**src/rtl/vec_pkg.sv**
```systemverilog
// Shared types for the vector memory stage: lane packing, FSM states, lane-index width.
package vec_pkg;

    localparam int VEC_N  = 16;
    localparam int VEC_M  = 16;
    localparam int VEC_AW = 16;
    localparam int LANE_W = $clog2(VEC_M);

    // Lane k occupies bits k*VEC_N +: VEC_N, the same packing the writeback select expects.
    typedef logic [VEC_M-1:0][VEC_N-1:0] vec_t;

    typedef enum logic [2:0] {
        IDLE,
        LOAD,
        LOAD_LAST,
        STORE,
        DONE
    } state_t;

endpackage

```
**src/rtl/vec_addr_gen.sv**
```systemverilog
// Lane address accumulator: loads the base, then adds the latched stride once per issued lane.
module vec_addr_gen #(
    parameter int AW = 16
) (
    input  logic          clk,
    input  logic          rst_n,
    input  logic          load,
    input  logic          step,
    input  logic [AW-1:0] base,
    input  logic [AW-1:0] stride,
    output logic [AW-1:0] addr
);

    logic [AW-1:0] acc;
    logic [AW-1:0] stride_q;

    // Accumulate modulo 2^AW; carry out of the top bit is simply dropped.
    always_ff @(posedge clk or negedge rst_n) begin
        if (!rst_n) begin
            acc      <= '0;
            stride_q <= '0;
        end else if (load) begin
            acc      <= base;
            stride_q <= stride;
        end else if (step) begin
            acc      <= acc + stride_q;
        end
    end

    assign addr = acc;

endmodule

```
**src/rtl/vec_mem_unit.sv**
```systemverilog
// Vector load/store unit: moves M lanes of N bits through a single-word synchronous memory port.
//
// Control handshake: start is sampled only while busy=0 (IDLE); the operands are
// latched on that edge. busy stays high from the next cycle until the done cycle
// inclusive; done is a single-cycle pulse and a new start is taken the cycle after it.
// A start seen while busy=1 is dropped without touching any latched operand.
module vec_mem_unit
    import vec_pkg::*;
#(
    parameter int N  = VEC_N,
    parameter int M  = VEC_M,
    parameter int AW = VEC_AW
) (
    input  logic                clk,
    input  logic                rst_n,
    input  logic                start,
    input  logic                we,
    input  logic [AW-1:0]       base_addr,
    input  logic [AW-1:0]       stride,
    input  logic [M-1:0][N-1:0] wdata_vec,
    output logic [AW-1:0]       mem_addr,
    output logic                mem_re,
    output logic                mem_we,
    output logic [N-1:0]        mem_wdata,
    input  logic [N-1:0]        mem_rdata,
    output logic [M-1:0][N-1:0] rdata_vec,
    output logic                busy,
    output logic                done,
    output state_t              fsm_state
);

    localparam int KW = $clog2(M);
    localparam logic [KW-1:0] LAST_LANE = KW'(M - 1);

    state_t               state;
    state_t               next_state;
    logic [KW-1:0]        k;
    logic [M-1:0][N-1:0]  wdata_q;
    logic [M-1:0][N-1:0]  rdata_q;
    logic                 accept;

    assign accept = (state == IDLE) && start;

    // State register.
    always_ff @(posedge clk or negedge rst_n) begin
        if (!rst_n) state <= IDLE;
        else        state <= next_state;
    end

    // Next-state: one lane per cycle, load adds one drain cycle for the last read.
    always_comb begin
        next_state = state;
        case (state)
            IDLE:      if (start) next_state = we ? STORE : LOAD;
            LOAD:      if (k == LAST_LANE) next_state = LOAD_LAST;
            LOAD_LAST: next_state = DONE;
            STORE:     if (k == LAST_LANE) next_state = DONE;
            DONE:      next_state = IDLE;
            default:   next_state = IDLE;
        endcase
    end

    // Lane counter holds at the last lane so LOAD_LAST can index it directly.
    always_ff @(posedge clk or negedge rst_n) begin
        if (!rst_n) begin
            k <= '0;
        end else if (accept) begin
            k <= '0;
        end else if ((state == LOAD || state == STORE) && k != LAST_LANE) begin
            k <= k + 1'b1;
        end
    end

    // Store source is snapshotted at acceptance so later input changes cannot leak in.
    always_ff @(posedge clk or negedge rst_n) begin
        if (!rst_n)             wdata_q <= '0;
        else if (accept && we)  wdata_q <= wdata_vec;
    end

    // Read data arrives one cycle after its issue, so lane k-1 is captured while lane k issues.
    always_ff @(posedge clk or negedge rst_n) begin
        if (!rst_n) begin
            rdata_q <= '0;
        end else if (state == LOAD && k != '0) begin
            rdata_q[k - 1'b1] <= mem_rdata;
        end else if (state == LOAD_LAST) begin
            rdata_q[LAST_LANE] <= mem_rdata;
        end
    end

    vec_addr_gen #(.AW(AW)) u_addr_gen (
        .clk    (clk),
        .rst_n  (rst_n),
        .load   (accept),
        .step   (mem_re | mem_we),
        .base   (base_addr),
        .stride (stride),
        .addr   (mem_addr)
    );

    // Port strobes decode straight from state, so an async reset clears them immediately.
    always_comb begin
        mem_re    = (state == LOAD);
        mem_we    = (state == STORE);
        mem_wdata = '0;
        if (state == STORE) mem_wdata = wdata_q[k];
        busy      = (state != IDLE);
        done      = (state == DONE);
    end

    assign rdata_vec = rdata_q;
    assign fsm_state = state;

endmodule
```
**config.mk**
```make
export PLATFORM = sky130hd
export DESIGN_NAME = vec_mem_unit
export DESIGN_NICKNAME = d
export VERILOG_FILES = /design/src/rtl/vec_pkg.sv /design/src/rtl/vec_addr_gen.sv /design/src/rtl/vec_mem_unit.sv
export SDC_FILE = /design/constraint.sdc
export NUM_CORES = 1
export LEC_CHECK = 0
export CAP_MARGIN = 20
export CELL_PAD_IN_SITES_DETAIL_PLACEMENT = 1
export CELL_PAD_IN_SITES_GLOBAL_PLACEMENT = 1
export CORE_MARGIN = 10
export CORE_UTILIZATION = 40
export CTS_CLUSTER_DIAMETER = 60
export DETAILED_ROUTE_END_ITERATION = 7
export HOLD_SLACK_MARGIN = 0.12
export MAX_ROUTING_LAYER = met4
export PLACE_DENSITY_LB_ADDON = 0.1
export SYNTH_ARGS = -nofsm -noshare
export SYNTH_HDL_FRONTEND = slang
export SYNTH_SLANG_ARGS = --single-unit
```
**constraint.sdc**
```tcl
create_clock -name clk -period 3.6 [get_ports clk]
set_input_delay 0.36 -clock clk [delete_from_list [all_inputs] [get_ports clk]]
set_output_delay 0.36 -clock clk [all_outputs]
set_load 0.03 [all_outputs]
```
==> Yosys cells after proc, flatten, opt, wreduce, memory -nomap -nowiden <==
Cells that the tools add are included.
W data, S select, Z words.
{ "classes": {"n_addsub": 3, "mul": 0, "n_div": 0, "magnitude_cmp": 3, "eq_ne": 9, "shifts": 0, "muxes": 17, "bitwise_logic": 1, "n_reduce_logical": 13} }
{ "op_table": {"columns": ["operator", "n"], "rows": [
  ["$bwmux W256", 1],
  ["$mux W16", 7],
  ["$bmux W16 S4", 1],
  ["$demux W16 S4", 1],
  ["$add A16 B16 Y16", 1],
  ["$pmux W3 S4", 1],
  ["$lt A4 B5 Y1 const B", 2],
  ["$mux W3", 3],
  ["$mux W4", 2],
  ["$eq A3 B2 Y1 const B", 2],
  ["$reduce_bool A2 Y1", 3],
  ["$logic_and A1 B1 Y1", 5],
  ["$add A4 B1 Y4 const B", 1],
  ["$eq A4 B4 Y1 const B", 1],
  ["$ge A4 B1 Y1 const B", 1],
  ["$ne A2 B1 Y1 const B", 2],
  ["$ne A4 B4 Y1 const B", 1],
  ["$reduce_bool A4 Y1", 1],
  ["$sub A4 B1 Y4 const B", 1],
  ["$eq A3 B1 Y1 const B", 1],
  ["$eq A3 B3 Y1 const B", 1],
  ["$logic_not A3 Y1", 1],
  ["$reduce_and A3 Y1", 1],
  ["$reduce_bool A3 Y1", 1],
  ["4 further kinds", 4]
]} }
{ "totals": {"register_bits": 551, "latchBits": 0, "ramBits": 0, "mem_bits_ro": 0, "inputBits": 308, "n_memories": 0} }

==> Logic depth before layout (Yosys ltp) <==
Gate-level depths: netlist of run 1.
{ "logic_depth": {"depth_word": 7, "depth_mapped": 12, "depth_no_buf": 8} }

==> By module <==
From an unflattened synthesis of run 1, not the netlist that was laid out.
{ "hier_totals": {"hier_cells": 1506, "area_unflattened_um2": 23795.3} }
{ "by_module_without_submodules": {"columns": ["module", "instances", "cells_each", "area_each_um2", "seq_area_each_um2"], "rows": [
  ["vec_mem_unit", 1, 1306, 21760.9, 12987.5],
  ["vec_addr_gen", 1, 200, 2034.5, 800.8]
]} }

==> Worst setup path before layout of run 1 <==
OpenSTA, ideal clock, no wires.
{ "synth_path": {"path_type": "register to register", "from": "register k[1]", "to": "register rdata_q (netlist bit rdata_vec[69])", "arrival_time_ns": 2.755, "required_ns": 3.475, "path_slack_ns": 0.721, "stages_incl_launch_ff": 12, "period_less_slack_ns": 2.879, "path_cell_list": "dfrtp_1 -> buf_2 -> buf_1 -> inv_1 -> ha_1 -> buf_2 -> a211oi_2 -> buf_6 -> nand2_4 -> nor2_4 -> buf_6 -> mux2_2"} }
{ "synth_between": {"elab_chain_len": 6} }
{ "synth_rtl": {"columns": ["item", "line_no", "source"], "rows": [
  ["start: declaration", "vec_mem_unit.sv:37", "logic [KW-1:0] k;"],
  ["start signal: assignment", "vec_mem_unit.sv:70", "k <= k + 1'b1;"],
  ["$sub A4 B1 Y4", "vec_mem_unit.sv:85", "rdata_q[k - 1'b1] <= mem_rdata;"],
  ["$lt A4 B5 Y1 (implied by the code) or $ge A4 B1 Y1 (tied branches)", "vec_mem_unit.sv:85", null],
  ["$logic_and A1 B1 Y1 (implied by the code)", "vec_mem_unit.sv:85", null],
  ["$mux W16 (implied by the code)", "vec_mem_unit.sv:85", null],
  ["$demux W16 S4", "vec_mem_unit.sv:85", null],
  ["$bwmux W256", "vec_mem_unit.sv:85", null],
  ["end signal: indexed assignment", "vec_mem_unit.sv:85", null],
  ["end signal: indexed assignment", "vec_mem_unit.sv:87", "rdata_q[LAST_LANE] <= mem_rdata;"],
  ["end: declaration", "vec_mem_unit.sv:39", "logic [M-1:0][N-1:0] rdata_q;"]
]} }
Parallel ways exist; a longest one is shown, timed or not.
A chain may end at the register's enable or synchronous reset.

==> Worst setup path in the final report of run 1 <==
{ "layout_path": {"from": "register k[0]", "to": "output mem_wdata[12]"} }
{ "layout_between": {"elab_chain_len": 3} }
{ "layout_rtl": {"columns": ["item", "line_no", "source"], "rows": [
  ["$bmux W16 S4", "vec_mem_unit.sv:106", "if (state == STORE) mem_wdata = wdata_q[k];"],
  ["$mux W16 (implied by the code)", "vec_mem_unit.sv:106", null],
  ["$mux W16", "vec_mem_unit.sv:106", null],
  ["end: declaration", "vec_mem_unit.sv:24", "output logic [N-1:0] mem_wdata,"]
]} }
No other way between the ends. The select of a mux whose other input is x is not followed.

==> results of run 1 <==
[stage by stage]
stage / instance area (um^2) / std cells / hold slack [ns]
CTS: 33000 / 2981 / 0.2424
floorplan: 23850 / 1538 / 0.06441
global route: 33010 / 2986 / 0.2587
global placement: 30890 / 2863 / 0.3796
finish: 33010 / 2986 / 0.2742
detailed placement: 30890 / 2863 / 0.3791
[placed cells by master, fill, tap and decap left out, types with 12 or more instances in the layout]
master and count:
mux2_1 12, clkbuf_16 60, nor2b_1 17, o21ai_0 21, mux4_2 80, clkbuf_1 12
dfrtp_1 548, nand2_1 74, nor2_1 28, clkbuf_8 16, clkdlybuf4s50_1 585, ha_1 21
mux2_2 490, buf_12 17, buf_4 39, a21oi_1 23
[synth_stat cells (3+ instances only)]
master / count
nor2b_1: 17
buf_2: 42
nand3_4: 4
xnor2_1: 8
mux4_2: 80
inv_1: 7
nor2_2: 5
nor2_1: 28
nand2_1: 74
nor2_4: 4
a22oi_1: 3
dfrtp_1: 551
and3_1: 7
nor3_1: 6
buf_1: 6
ha_1: 21
mux2_1: 12
clkbuf_1: 30
a21o_1: 5
buf_6: 13
nand3_1: 5
mux2i_1: 3
xor2_1: 5
a21oi_1: 23
mux2_2: 490
nand2b_1: 7
mux2_4: 10
nand3_2: 4
and2_1: 4
a211oi_1: 6
buf_4: 5
o211ai_1: 3
o21ai_0: 21
[worst register-to-register path, stage by stage (launching register included)]
cell	delay, ns
dfrtp_4	0.61
buf_6	0.25
inv_1	0.13
ha_1	0.24
buf_4	0.20
nor3_1	0.35
a31oi_4	0.11
nor2_2	0.35
buf_12	0.20
mux2_2	0.35
[power groups by stage]
stage / clock [mW] / sequential, mW / combinational, mW
after global routing: 6.82 / 11.7 / 17.5
final: 6.38 / 11.4 / 16.5
after CTS: 6.52 / 11.4 / 16.8
after floorplan: 0 / 13.7 / 7.42
after global placement: 0 / 11.4 / 16.2
after detailed placement: 0 / 11.5 / 16.6
[area by class of cell]
cell class                      count  area share, %
Clock inverter                     23         0.8831
Inverter                            7        0.07959
Antenna cell                        5        0.03790
Timing Repair Buffer              655          20.08
Multi-Input combinational cell    884          28.85
Sequential cell                   551          41.79
Clock buffer                       88          5.352
Tap cell                          773          2.930
[worst min-delay path by stage]
stage                   start                                  to  slack [ns]  cells after the start
detailed placement      rst_n  u_addr_gen.stride_q[9]$_DFFE_PN0P_        0.38                      1
floorplan               rst_n            fsm_state[0]$_DFFE_PN0P_        0.06                      0
global route        stride[0]  u_addr_gen.stride_q[0]$_DFFE_PN0P_        0.26                      3
global placement        rst_n  u_addr_gen.stride_q[9]$_DFFE_PN0P_        0.38                      1
finish              stride[9]  u_addr_gen.stride_q[9]$_DFFE_PN0P_        0.27                      3
CTS                 stride[9]  u_addr_gen.stride_q[9]$_DFFE_PN0P_        0.24                      3
[registers in the layout, indices dropped and copies added (netlist names)]
register	cells
rdata_vec	256
wdata_q	256
fsm_state	3
u_addr_gen.stride_q	16
u_addr_gen.addr	16
k	4
[metal layers]
| metal | wire [um] | track usage (%) |
|---|---|---|
| met5 | 0 | - |
| met4 | 3242 | 9.328 |
| met3 | 4144 | 4.697 |
| met2 | 43020 | 41.13 |
| met1 | 32410 | 27.06 |
[cell families after synthesis]
kind of cell | Yosys count
buf+inv | 103
xor+xnor | 14
fa+ha+maj | 22
compound gates | 78
simple gates | 175
mux | 595
flops | 551
[timing repair]
action / CTS / global route
setup buffers: 6 / 0
setup endpoints to repair: 16 / 2
resized for setup: 9 / 2
hold endpoints to repair: 58 / 0
hold buffers: 1 / 0
==> summary.md, run 1 <==
| Metric | Value |
|---|---|
| Crit path from | `k[0]$_DFFE_PN0P_` |
| Pint | `roughly 21 mW` |
| Number of buffers created by CTS | `60` |
| Multi-input gate area in the final layout | `0.009523 mm^2` |
| Critical Path End | `mem_wdata[12]` |
| First-pass GRT wire length | `around 120 mm` |
| Arr. time, crit path | `between 3 and 4 ns` |
| R2r startpoint | `k[1]$_DFFE_PN0P_` |
| CTS H-Tree Depth | `2` |
| R2R cell count | `9` |
| Place WS | `0.3752 ns` |
| Final net count | `approximately 2500` |
| Register area | `approximately 0.014 mm^2` |
| Clock power frac | `a little under a fifth` |
| RSZ-0062 raised after global routing | `no` |
| Static leakage | `13.83 nW` |
| Pin count of the biggest net entering global routing | `108` |
| CTS tree | `yes` |
| Hold Path Class | `primary input to flip-flop` |
| IO Pins | `approximately 600` |
| Seq pwr share | `33.2%` |
| Syn avg cell area | `~16 um^2` |
| Sw Pwr | `between 10 and 15 mW` |
| Critical Path RT | `between 3 and 4 ns` |
| Fmax | `between 200 and 300 MHz` |
| Overflow after GRT | `0` |
| Synth area leaders | `dfrtp_1, mux2_2, mux4_2` |
| Setup_tns | `0 ns` |
| Comb power frac | `roughly half` |
| Fraction of registers with async set/reset | `100.0%` |
| Vias in the first global route | `around 18000` |
| CTS Sinks | `~550` |
| Synth Area in Compound Gates | `around 2.2%` |
| Drt wl/cell | `between 20 and 30 um` |
| Via count | `approximately 16000` |
| Total die area | `around 0.07 mm^2` |
| Status | `completed` |
| Adder-cell share of the synthesized area | `1.185%` |
| Final clock skew | `roughly 0.023 ns` |
| Critical path buffers and inverters | `3` |
| Max-cap violation count | `0` |
| Worst Setup Slack, final | `around 0.18 ns` |
| Initial antenna violation count | `6` |
| Layout cell share with drive strength beyond 1 | `34.83%` |
| Fillcell total | `about 5700` |
| Area of the mapped netlist | `between 0.02 and 0.025 mm^2` |
| Starting density of the core | `between 40 and 50%` |
| Crit path max-delay cell type | `mux4_2` |
| DRT antenna net count | `0` |
| Worst VDD drop | `650.8 uV` |
| Sequential share of the synthesized area | `between 50 and 60%` |
| Port Buffers | `~600` |
| Synth warn | `0` |
| Crit path capture type | `output port` |
| Reg2reg end | `rdata_vec[123]$_DFFE_PN0P_` |
| R2R Setup Slk | `0.68 ns` |
| Gr usage total | `between 20% and 30%` |
| Final Core Density | `55.94%` |
| Final Slew Violations | `0` |
| Via-to-Cell Ratio | `5.272` |
| CP delay by family, top | `multiplexers` |
| Drt drc | `0` |
| CP peak stage delay | `approximately 0.57 ns` |
| Clock latency on the worst-skew pair | `just over 0.6 ns` |
| Relative slew slack | `between 40% and 50%` |
| PwrDens | `~1000 mW/mm^2` |
| Drt initial violations | `819` |
| Final period util | `95.02%` |
| Simple-Gate Fraction of Synth Area | `around 3.9%` |
| Routability congestion estimate from global placement | `between 0.8 and 0.9` |
| Final setup viols | `0` |
| Ys flop type | `dfrtp_1` |
| Yosys top cell area share | `between 50% and 60%` |
| Mapped Nets | `between 1500 and 2000` |
| FF+latch count, synth | `551` |
| Mux contribution to synthesized area | `32.01%` |
| CTS max path bufs | `3` |
| Min Tclk post-route | `3.421 ns` |
| DRT Pass-1 Iters | `4` |
| Net Sw Frac | `between 30% and 40%` |
| Area grow syn2layout | `38.39%` |
| Core Box Area | `about 0.06 mm^2` |
| Chip width | `roughly 260 um` |
| Drt total wl | `82.81 mm` |
| Final hold violations | `0` |
| Cells along the critical path | `buf_12, buf_4, mux4_2, mux4_2, nor2b_1, buf_12` |
| Power Total | `34.29 mW` |
| WP depth | `6` |
| Library cells used by synthesis | `between 50 and 60` |
| Worst-path clk slew | `approximately 0.06 ns` |
| Crit path max fanout | `25` |
| Largest family of logic cells by synthesized area | `multiplexers` |
| DP HPWL | `63.07 mm` |
| Row cnt | `between 80 and 90` |
| Mapped Cells | `roughly 1500` |
| Post-synth EDFFs | `0` |
| Nature of the critical path startpoint | `flip-flop` |
| Largest area contributor in the netlist | `dfrtp_1` |
| Die Ht | `264.2 um` |
| XOR/XNOR Fraction of Synth Area | `less than 1%` |
| Crit Path Class | `flip-flop to output port` |
| Worst slew pin tran | `~0.86 ns` |
| Root buf cell | `clkbuf_16` |
(Power assumes the default switching activity.)
==> inputs of run 2 (changes only) <==
--- a/config.mk
+++ b/config.mk
@@ -5,7 +5,6 @@
 export SDC_FILE = /design/constraint.sdc
 export NUM_CORES = 1
 export LEC_CHECK = 0
-export CAP_MARGIN = 20
 export CELL_PAD_IN_SITES_DETAIL_PLACEMENT = 1
 export CELL_PAD_IN_SITES_GLOBAL_PLACEMENT = 1
 export CORE_MARGIN = 10
==> results of run 2 <==
Same layout as run 1: the final DEF is identical, and so are final timing and power.
